<file path="config.mk">
export PLATFORM = sky130hd
export DESIGN_NAME = robot_wheel_drive
export DESIGN_NICKNAME = d
export VERILOG_FILES = /design/src/rtl/robot_wheel_drive.sv
export SDC_FILE = /design/constraint.sdc
export NUM_CORES = 1
export LEC_CHECK = 0
export CAP_MARGIN = 20
export CORE_AREA = 2 2 96 98
export CTS_BUF_LIST = sky130_fd_sc_hd__clkbuf_4
export DETAILED_ROUTE_END_ITERATION = 6
export DIE_AREA = 0 0 98 100
export PLACE_DENSITY = 0.52
export SYNTH_ARGS = -nofsm -noshare
export SYNTH_HDL_FRONTEND = slang
export SYNTH_SLANG_ARGS = --single-unit
</file>
<file path="constraint.sdc">
create_clock -name clk -period 2.6 [get_ports clk]
set_clock_uncertainty 0.1 [all_clocks]
set_input_delay 0.52 -clock clk [delete_from_list [all_inputs] [get_ports clk]]
set_output_delay 0.52 -clock clk [all_outputs]
set_load 0.03 [all_outputs]
</file>
<file path="src/rtl/robot_wheel_drive.sv">
// robot_wheel_drive: soft-start two-wheel PWM driver with estop; define WHEEL_KICK_EN to load KICK_DUTY on start-up
module robot_wheel_drive #(
  parameter int PWM_W = 8,
  parameter int MAX_DUTY = 240,
  parameter int STEP = 16,
  parameter int RAMP_DIV = 1000,
  parameter int KICK_DUTY = 96
) (
  input  logic             clk,
  input  logic             resetn,
  input  logic             lw,
  input  logic             rw,
  input  logic             estop,
  output logic             left_pwm,
  output logic             right_pwm,
  output logic [PWM_W-1:0] left_duty,
  output logic [PWM_W-1:0] right_duty,
  output logic [1:0]       left_state,
  output logic [1:0]       right_state,
  output logic             ramp_tick
);
  localparam int DIV_W = $clog2(RAMP_DIV);
  localparam logic [DIV_W-1:0] DIV_LAST = DIV_W'(RAMP_DIV - 1);
  localparam logic [PWM_W:0] STEP_X = (PWM_W+1)'(STEP);
  localparam logic [PWM_W:0] MAX_X = (PWM_W+1)'(MAX_DUTY);
  localparam logic [PWM_W-1:0] MAX_D = PWM_W'(MAX_DUTY);
  localparam logic [PWM_W-1:0] KICK_D = PWM_W'(KICK_DUTY);
`ifdef WHEEL_KICK_EN
  localparam logic KICK_EN = 1'b1;
`else
  localparam logic KICK_EN = 1'b0;
`endif
  typedef enum logic [1:0] {IDLE, UP, CRUISE, DOWN} state_t;
  logic [DIV_W-1:0] div_cnt;
  logic [PWM_W-1:0] pwm_cnt;
  always_ff @(posedge clk) begin
    if (!resetn) begin
      div_cnt   <= '0;
      pwm_cnt   <= '0;
      ramp_tick <= 1'b0;
    end else begin
      div_cnt   <= (div_cnt == DIV_LAST) ? '0 : div_cnt + 1'b1;
      pwm_cnt   <= pwm_cnt + 1'b1;
      ramp_tick <= div_cnt == DIV_LAST;
    end
  end
  for (genvar w = 0; w < 2; w++) begin : g_wheel
    state_t           st;
    logic [PWM_W-1:0] duty, up_d, dn_d;
    logic [PWM_W:0]   up_x;
    logic             cmd, pwm;
    assign cmd  = (w == 1) ? rw : lw;
    assign up_x = {1'b0, duty} + STEP_X;
    assign up_d = (up_x >= MAX_X) ? MAX_D : up_x[PWM_W-1:0];
    assign dn_d = ({1'b0, duty} > STEP_X) ? duty - STEP_X[PWM_W-1:0] : '0;
    always_ff @(posedge clk) begin
      pwm <= resetn && (pwm_cnt < duty);
      if (!resetn || estop) begin
        st   <= IDLE;
        duty <= '0;
      end else begin
        case (st)
          IDLE: begin
            duty <= (cmd && KICK_EN) ? KICK_D : '0;
            if (cmd) st <= UP;
          end
          UP: begin
            if (!cmd) st <= DOWN;
            else if (ramp_tick) begin
              duty <= up_d;
              if (up_d == MAX_D) st <= CRUISE;
            end
          end
          CRUISE: begin
            duty <= MAX_D;
            if (!cmd) st <= DOWN;
          end
          default: begin
            if (cmd) st <= UP;
            else if (ramp_tick) begin
              duty <= dn_d;
              if (dn_d == '0) st <= IDLE;
            end
          end
        endcase
      end
    end
  end
  assign left_pwm    = g_wheel[0].pwm;
  assign right_pwm   = g_wheel[1].pwm;
  assign left_duty   = g_wheel[0].duty;
  assign right_duty  = g_wheel[1].duty;
  assign left_state  = g_wheel[0].st;
  assign right_state = g_wheel[1].st;
endmodule

</file>
==> flow_summary.json, run 1 <==
{
  "synth_ff_type": "dfxtp_1",
  "cp.required_ns": 2.79,
  "portBuffers": 27,
  "min_period_over_period": 0.935,
  "power_density_mw_per_mm2": 388,
  "cp_max_fo": 9,
  "drc": 0,
  "p_sw_mw": 0.391,
  "postSynthAreaPerCell_sq_um": 8.42,
  "cts_buffer_depth": 2,
  "async_flop_share": 0,
  "setup_violations": 0,
  "clockRootBuffer": "clkbuf_4",
  "clk_pin_slew_ns": 0.14,
  "pwr-share-seq": 0.540,
  "critPathKind": "register to register",
  "syn_nets": 361,
  "worst_r2r_path_depth": 8,
  "synth.distinct_cells": 51,
  "drv_cap": 0,
  "syn_area_sq_mm": 0.00273,
  "rr_startpoint": "right_duty[5]",
  "critPathArrivalTime_ns": 2.62,
  "die_w_microns": 98,
  "via_per_inst": 4.97,
  "clock-sinks": 41,
  "rows": 35,
  "fp.dieH_microns": 100,
  "grt_start_max_net_pins": 16,
  "area_growth_pct": 17.7,
  "num_io_pins": 28,
  "initial_core_util": 0.307,
  "antenna_cells": 0,
  "grt_setup_unrepaired": "no",
  "tns_ns": 0,
  "vias": 2326,
  "cts_hold_buf": 0,
  "fin_crit_ns": 2.43,
  "clk_latency_ns": 0.35,
  "slew_violations": 0,
  "cts_max_level": 2,
  "synth_compound_area_frac": 0.220,
  "gp_congestion": 0.830,
  "synth_top_family_by_area": "simple AND/OR/NAND/NOR gates",
  "dp_hpwl_microns": 4830,
  "min_from": "div_cnt[0]",
  "synth.area.mux_share": 0.00367,
  "outcome": "completed",
  "grt_pass1_wl_microns": 10800,
  "core_area_sq_mm": 0.00889,
  "cp-start-kind": "register",
  "wl_per_cell_microns": 13.4,
  "reg2reg_to": "right_state[0]",
  "drtIter0Drc": 110,
  "placed_cells": 460,
  "overflow": 0,
  "stdcell_count": 468,
  "grt.total_usage": 0.133,
  "postRouteAntennaNets": 0,
  "cts_tree": "yes",
  "hold_violations": 0,
  "fillers": 912,
  "leakage_nw": 1.27,
  "synth_xor_area_frac": 0.0385,
  "combPwrFrac": 0.185,
  "nets": 393,
  "drive_gt1_frac": 0.0812,
  "critPathCaptureType": "register",
  "cts_setup_buffers": 0,
  "clockPowerShare": 0.275,
  "irDropWorstVdd_mv": 0.285,
  "yosys_warnings": 0,
  "synthCells": 324,
  "die_area_sq_mm": 0.00980,
  "antenna_found_initial": 0,
  "post_synth_and_or_nand_nor_area_fraction": 0.225,
  "ys_ff_latch": 41,
  "hold_class": "register to register",
  "tightest_slew_ns": 0.510,
  "slew_headroom": 0.658,
  "max_freq_mhz": 411,
  "numCtsBuffers": 5,
  "ys_seq_area_frac": 0.301,
  "swShare": 0.314,
  "hold_end": "div_cnt[0]",
  "wirelength_microns": 6250,
  "hold_depth": 1,
  "critPathLaunch": "right_duty[5]",
  "first_global_vias": 2250,
  "synth_fa_ha_area_frac": 0.155,
  "internal_power_mw": 0.855,
  "drt_pass1_iterations": 4,
  "synth-edff-count": 0,
  "cts_resized": 0,
  "reg2reg_slack_ns": 0.17
}
-- routing by layer --
metal	up-vias	GRT usage	share of wire
met2	27	0.221	0.45
met5	-	0	0
li1	1217	-	-
met3	2	0.0327	0.034
met4	0	0.0278	0.0056
met1	1080	0.178	0.51
-- metrics by stage --
| stage | worst slack, ns | hold WS, ns | util | total power [mW] | cell area (sq um) |
|---|---|---|---|---|---|
| 6_report | 0.170 | 0.345 | 0.361 | 1.25 | 3210 |
| 5_1_grt | 0.0135 | 0.385 | 0.361 | 1.32 | 3210 |
| 4_1_cts | 0.155 | 0.351 | 0.361 | 1.26 | 3210 |
| 3_5_place_dp | 0.198 | 0.333 | 0.354 | 0.917 | 3150 |
| 3_3_place_gp | 0.218 | 0.326 | 0.354 | 0.914 | 3150 |
| 2_1_floorplan | 0.0673 | 0.313 | - | 0.840 | 2730 |
-- critical path, stage by stage, from the launching register on --
cell and delay, ns:
dfxtp_1 0.50, inv_1 0.13, ha_1 0.35, nand2b_1 0.07, maj3_2 0.33, a31oi_4 0.24
a311oi_1 0.19, a211o_1 0.32, a21oi_1 0.13
-- worst max path at each step --
| stage | end | cells after the start | slack, ns |
|---|---|---|---|
| after floorplan | left_state[1] | 9 | 0.07 |
| after global placement | right_state[0] | 8 | 0.22 |
| after detailed placement | right_state[0] | 8 | 0.20 |
| after CTS | right_state[0] | 8 | 0.16 |
| after global routing | right_state[0] | 8 | 0.01 |
| final | right_state[0] | 8 | 0.17 |
-- cell families after synthesis --
group | Yosys count
AOI/OAI and AO/OA | 85
xor gates and xnor gates | 12
adders and majority gates | 34
buffers and inverters | 38
DFF | 41
muxes | 1
and+or+nand+nor | 113
-- final cells by class --
cell class / instances / area (sq um) / area share
Clock buffer: 5 / 37.5 / 0.0117
Clock inverter: 3 / 22.5 / 0.00701
Inverter: 28 / 105 / 0.0327
Multi-Input combinational cell: 245 / 1750 / 0.546
Sequential cell: 41 / 823 / 0.256
Tap cell: 111 / 139 / 0.0433
Timing Repair Buffer: 35 / 330 / 0.103
-- power groups by stage --
stage               clock [mW]  combinational, mW  sequential [mW]
floorplan                    0              0.137            0.704
global placement             0              0.228            0.686
finish                   0.343              0.230            0.672
global route             0.387              0.257            0.676
detailed placement           0              0.230            0.686
CTS                      0.357              0.232            0.672
-- synthesized netlist by cell type (2+ instances only) --
cell type	n	area share
inv_1	27	0.037
a21oi_1	13	0.024
nand3_1	12	0.022
a2111oi_0	4	0.013
o211ai_1	6	0.017
a211oi_1	5	0.014
clkbuf_1	6	0.0083
nand2_1	19	0.026
xor2_1	6	0.019
nor2b_1	9	0.021
a22oi_1	3	0.0083
dfxtp_1	41	0.30
a31oi_1	7	0.016
ha_1	32	0.15
o21ai_1	4	0.0073
o21ai_0	14	0.026
xnor2_1	6	0.019
o221a_2	4	0.017
nor3_1	5	0.0092
a21o_1	5	0.014
o31ai_1	5	0.014
and2_1	16	0.037
a21boi_0	2	0.0055
maj3_2	2	0.0083
nand2b_1	9	0.021
and3_1	8	0.018
nand4b_1	2	0.0064
a211o_1	2	0.0064
buf_2	3	0.0055
nor2_1	23	0.032
or3_1	4	0.0092
-- registers in the layout, summed over array words and instances, names as in the netlist --
name	cells
pwm_cnt	8
right_duty	8
ramp_tick	1
left_pwm	1
div_cnt	10
right_pwm	1
left_state	2
right_state	2
left_duty	8
-- layout by cell type (no fill, tap or decap), types with 2 or more instances in the layout --
master,n
dfxtp_1,39
ha_1,32
inv_1,27
clkdlybuf4s50_1,27
nor2_1,23
nand2_1,19
and2_1,16
o21ai_0,14
a21oi_1,13
nand3_1,12
nand2b_1,9
nor2b_1,9
and3_1,8
buf_4,8
a31oi_1,7
o211ai_1,6
xnor2_1,6
xor2_1,6
a21o_1,5
a211oi_1,5
nor3_1,5
o31ai_1,5
clkbuf_4,5
a2111oi_0,4
o221a_2,4
or3_1,4
o21ai_1,4
a22oi_1,3
nand4b_1,2
a21boi_0,2
maj3_2,2
a211o_1,2
clkinv_4,2
dfxtp_2,2
Note: power is estimated with default switching activity, not from simulation.
==> run 2, diff against run 1 <==
--- a/config.mk
+++ b/config.mk
@@ -5,7 +5,7 @@
 export SDC_FILE = /design/constraint.sdc
 export NUM_CORES = 1
 export LEC_CHECK = 0
-export CAP_MARGIN = 20
+export CAP_MARGIN = 30
 export CORE_AREA = 2 2 96 98
 export CTS_BUF_LIST = sky130_fd_sc_hd__clkbuf_4
 export DETAILED_ROUTE_END_ITERATION = 6
==> constraint.sdc (replaced) <==
create_clock -name clk -period 3 [get_ports clk]
set_clock_uncertainty 0.1 [all_clocks]
set_input_delay 0.6 -clock clk [delete_from_list [all_inputs] [get_ports clk]]
set_output_delay 0.6 -clock clk [all_outputs]
set_load 0.03 [all_outputs]
==> flow_summary.json, run 2 (synthesized netlist as in run 1, its figures left out) <==
{
  "p_sw_mw": 0.326,
  "cts_tree": "yes",
  "postRouteAntennaNets": 0,
  "wl_per_cell_microns": 13.1,
  "portBuffers": 27,
  "num_io_pins": 28,
  "combPwrFrac": 0.181,
  "area_growth_pct": 16.3,
  "cts_resized": 0,
  "internal_power_mw": 0.733,
  "outcome": "completed",
  "swShare": 0.308,
  "tns_ns": 0,
  "rows": 35,
  "grt_pass1_wl_microns": 10200,
  "cts_setup_buffers": 0,
  "slew_violations": 0,
  "fin_crit_ns": 2.58,
  "drt_pass1_iterations": 4,
  "cp-start-kind": "register",
  "cts_hold_buf": 0,
  "ff_latch_area_sq_um": 821,
  "slew_headroom": 0.651,
  "clock-sinks": 41,
  "initial_core_util": 0.307,
  "pwr-share-seq": 0.551,
  "worst_hold_slack_ns": 0.349,
  "multi_input_area_sq_mm": 0.00175,
  "cp.required_ns": 3.15,
  "clk_latency_ns": 0.36,
  "nets": 389,
  "grt_start_max_net_pins": 16,
  "top_register": "div_cnt",
  "die_area_sq_mm": 0.00980,
  "drive_gt1_frac": 0.0652,
  "irDropWorstVdd_mv": 0.175,
  "drc": 0,
  "dp_hpwl_microns": 4620,
  "min_period_over_period": 0.858,
  "vias": 2375,
  "grt_setup_unrepaired": "no",
  "p_total_mw": 1.06,
  "cts_buffer_depth": 2,
  "fin_util": 0.357,
  "final_common_cell": "dfxtp_1",
  "hold_violations": 0,
  "max_freq_mhz": 388,
  "numCtsBuffers": 5,
  "final_cell_mix": "dfxtp_1 (41), ha_1 (32), inv_1 (27), clkdlybuf4s50_1 (27), nor2_1 (23)",
  "largest_reg_flops": 10,
  "hold_class": "register to register",
  "setup_violations": 0,
  "clk_pin_slew_ns": 0.13,
  "wirelength_microns": 6080,
  "fillers": 929,
  "critPathArrivalTime_ns": 2.73,
  "drtIter0Drc": 184,
  "leakage_nw": 1.25,
  "cts_max_level": 2,
  "via_per_inst": 5.12,
  "drv_cap": 0,
  "power_density_mw_per_mm2": 334,
  "first_global_vias": 2200,
  "fp.dieH_microns": 100,
  "clockRootBuffer": "clkbuf_4",
  "overflow": 0,
  "post_dp_cell_area_sq_mm": 0.00312,
  "gp_congestion": 0.862,
  "cp_max_fo": 9,
  "antenna_found_initial": 0,
  "clockPowerShare": 0.268,
  "grt.total_usage": 0.125,
  "critPathKind": "register to register",
  "core_area_sq_mm": 0.00889,
  "die_w_microns": 98,
  "antenna_cells": 0,
  "critPathCaptureType": "register",
  "fin_area_sq_mm": 0.00317,
  "tightest_slew_ns": 0.520
}
## run 2: changes by cell type in the layout (fill, tap and decap cells not counted), sizes merged
cell	change
buf	-4
clkinv	-1
clkinvlp	+1
## run 2: final cells by class
| cell class | instances | area share |
|---|---|---|
| multi-input cells | 245 | 0.552 |
| flip-flops and latches | 41 | 0.259 |
| repair buffers | 31 | 0.0946 |
| well taps | 111 | 0.0438 |
| inverters | 28 | 0.0331 |
| clock buffers | 5 | 0.0118 |
| clock inverters | 3 | 0.00552 |
## run 2: path summary, 6_finish.rpt
check / from / slack, ns / cells after the start / endpoint
max: left_duty[5] / 0.42 / 8 / left_state[1]
min: div_cnt[0] / 0.35 / 1 / div_cnt[0]
max reg2reg: left_duty[5] / 0.42 / 8 / left_state[1]
min reg2reg: div_cnt[0] / 0.35 / 1 / div_cnt[0]
## run 2: critical path: stages, from the launching register on
cell and delay, ns:
dfxtp_1 0.50, inv_1 0.15, ha_1 0.36, nor2b_4 0.16
maj3_2 0.30, a32o_1 0.20, o21a_1 0.19, o211a_1 0.20
or3_1 0.33
## run 2: metal layers
layer	share of wire	up-vias	global-route usage
li1	-	1220	-
met4	0.0092	0	0.0363
met5	0	-	0
met1	0.48	1103	0.169
met2	0.46	46	0.201
met3	0.051	6	0.0292
## run 2: stage by stage
stage | worst slack (ns) | instances
2_1_floorplan | 0.334 | 324
3_3_place_gp | 0.486 | 456
3_5_place_dp | 0.454 | 456
4_1_cts | 0.426 | 464
5_1_grt | 0.312 | 464
6_report | 0.425 | 464
## run 2: power by group through the flow
stage	combinational, mW	sequential, mW	clock [mW]
after global routing	0.216	0.588	0.325
after detailed placement	0.192	0.597	0
final	0.192	0.584	0.284
after floorplan	0.118	0.610	0
after global placement	0.191	0.597	0
after CTS	0.194	0.585	0.303
==> run 3, diff against run 2 <==
--- a/config.mk
+++ b/config.mk
@@ -10,7 +10,8 @@
 export CTS_BUF_LIST = sky130_fd_sc_hd__clkbuf_4
 export DETAILED_ROUTE_END_ITERATION = 6
 export DIE_AREA = 0 0 98 100
-export PLACE_DENSITY = 0.52
+export DONT_BUFFER_PORTS = 1
+export PLACE_DENSITY = 0.48
 export SYNTH_ARGS = -nofsm -noshare
 export SYNTH_HDL_FRONTEND = slang
 export SYNTH_SLANG_ARGS = --single-unit
==> flow_summary.json, run 3 (synthesized netlist as in run 1, its figures left out) <==
{
  "top_register": "div_cnt",
  "portBuffers": 0,
  "die_area_sq_mm": 0.00980,
  "wl_per_cell_microns": 14.5,
  "largest_reg_flops": 10,
  "grt_start_max_net_pins": 17,
  "drv_cap": 0,
  "drt_pass1_iterations": 4,
  "post_dp_cell_area_sq_mm": 0.00287,
  "grt.total_usage": 0.131,
  "die_w_microns": 98,
  "overflow": 0,
  "antenna_found_initial": 0,
  "clk_pin_slew_ns": 0.14,
  "core_area_sq_mm": 0.00889,
  "cts_hold_buf": 0,
  "vias": 2255,
  "fillers": 960,
  "first_global_vias": 2151,
  "slew_headroom": 0.499,
  "grt_setup_unrepaired": "no",
  "fin_area_sq_mm": 0.00292,
  "p_total_mw": 1.04,
  "hold_violations": 0,
  "numCtsBuffers": 5,
  "tightest_slew_ns": 0.750,
  "outcome": "completed",
  "nets": 365,
  "stdcell_count": 439,
  "clockRootBuffer": "clkbuf_4",
  "fin_crit_ns": 2.40,
  "tns_ns": 0,
  "critPathCaptureType": "register",
  "critPathKind": "register to register",
  "cts_setup_buffers": 0,
  "cts_tree": "yes",
  "placed_cells": 432,
  "drc": 0,
  "initial_core_util": 0.307,
  "multi_input_area_sq_mm": 0.00175,
  "rows": 35,
  "clk_latency_ns": 0.35,
  "power_density_mw_per_mm2": 356,
  "postRouteAntennaNets": 0,
  "cp-start-kind": "register",
  "final_common_cell": "dfxtp_1",
  "drtIter0Drc": 134,
  "critPathArrivalTime_ns": 2.58,
  "fin_util": 0.329,
  "cts_max_level": 2,
  "max_stage_delay_ns": 0.33,
  "crit_chain": "buf_4 > inv_1 > ha_1 > nand2b_1 > maj3_2 > a31oi_4 > a311oi_1 > a211o_1 > a21oi_1",
  "worst_path_max_delay_cell": "dfxtp_1",
  "setup_violations": 0,
  "irDropWorstVdd_mv": 0.241,
  "leakage_nw": 1.17,
  "wirelength_microns": 6370,
  "drive_gt1_frac": 0.0762,
  "dp_hpwl_microns": 4820,
  "hold_class": "input port to register",
  "cp.required_ns": 3.18,
  "antenna_cells": 0,
  "grt_pass1_wl_microns": 10600,
  "ff_latch_area_sq_um": 821,
  "max_freq_mhz": 416,
  "fp.dieH_microns": 100,
  "min_period_over_period": 0.801,
  "clock-sinks": 41,
  "cts_resized": 0,
  "final_cell_mix": "dfxtp_1 (41), ha_1 (32), inv_1 (27)",
  "area_growth_pct": 7.20,
  "cts_buffer_depth": 2,
  "via_per_inst": 5.14,
  "gp_congestion": 0.898,
  "num_io_pins": 28,
  "cp_max_fo": 9,
  "slew_violations": 0
}
## run 3: worst paths after layout
check	startpoint	to	slack (ns)	depth (start not counted)
worst max-delay path	right_duty[5]	right_state[0]	0.60	9
worst min-delay path	resetn	pwm_cnt[5]	0.26	1
worst max register to register	right_duty[5]	right_state[0]	0.60	9
worst min register to register	div_cnt[0]	div_cnt[0]	0.35	1
## run 3: final cells by class
class / count / area share
Tap cell: 111 / 0.0475
Timing Repair Buffer: 7 / 0.0180
Clock inverter: 1 / 0.00300
Multi-Input combinational cell: 245 / 0.599
Clock buffer: 6 / 0.0154
Sequential cell: 41 / 0.281
Inverter: 28 / 0.0359
## run 3: critical path: cells and delay by family, from the launching register on
kind,cells,cell delay (ns)
buffers and inverters,2,0.30
flip-flops,1,0.33
adder cells (fa/ha/maj),2,0.66
AO/OA/AOI/OAI,4,0.86
AND/OR/NAND/NOR,1,0.07
## run 3: metrics by stage
step                      hold slack, ns  worst slack [ns]
after floorplan                    0.313             0.334
after global placement             0.327             0.637
after detailed placement           0.336             0.644
after CTS                          0.242             0.599
after global routing               0.228             0.366
final                              0.259             0.598
## run 3: per-layer routing
layer / global-route usage / up-vias / wire [microns]
met5: 0 / - / 0
met4: 0.0342 / 0 / 69
met3: 0.0383 / 6 / 322
met2: 0.213 / 46 / 2940
met1: 0.172 / 1038 / 3040
li1: - / 1165 / -
## run 3: power by group
part	total [mW]	internal (mW)	switching, mW
registers	0.598	0.562	0.0360
clock network	0.286	0.0985	0.187
logic	0.157	0.0631	0.0935
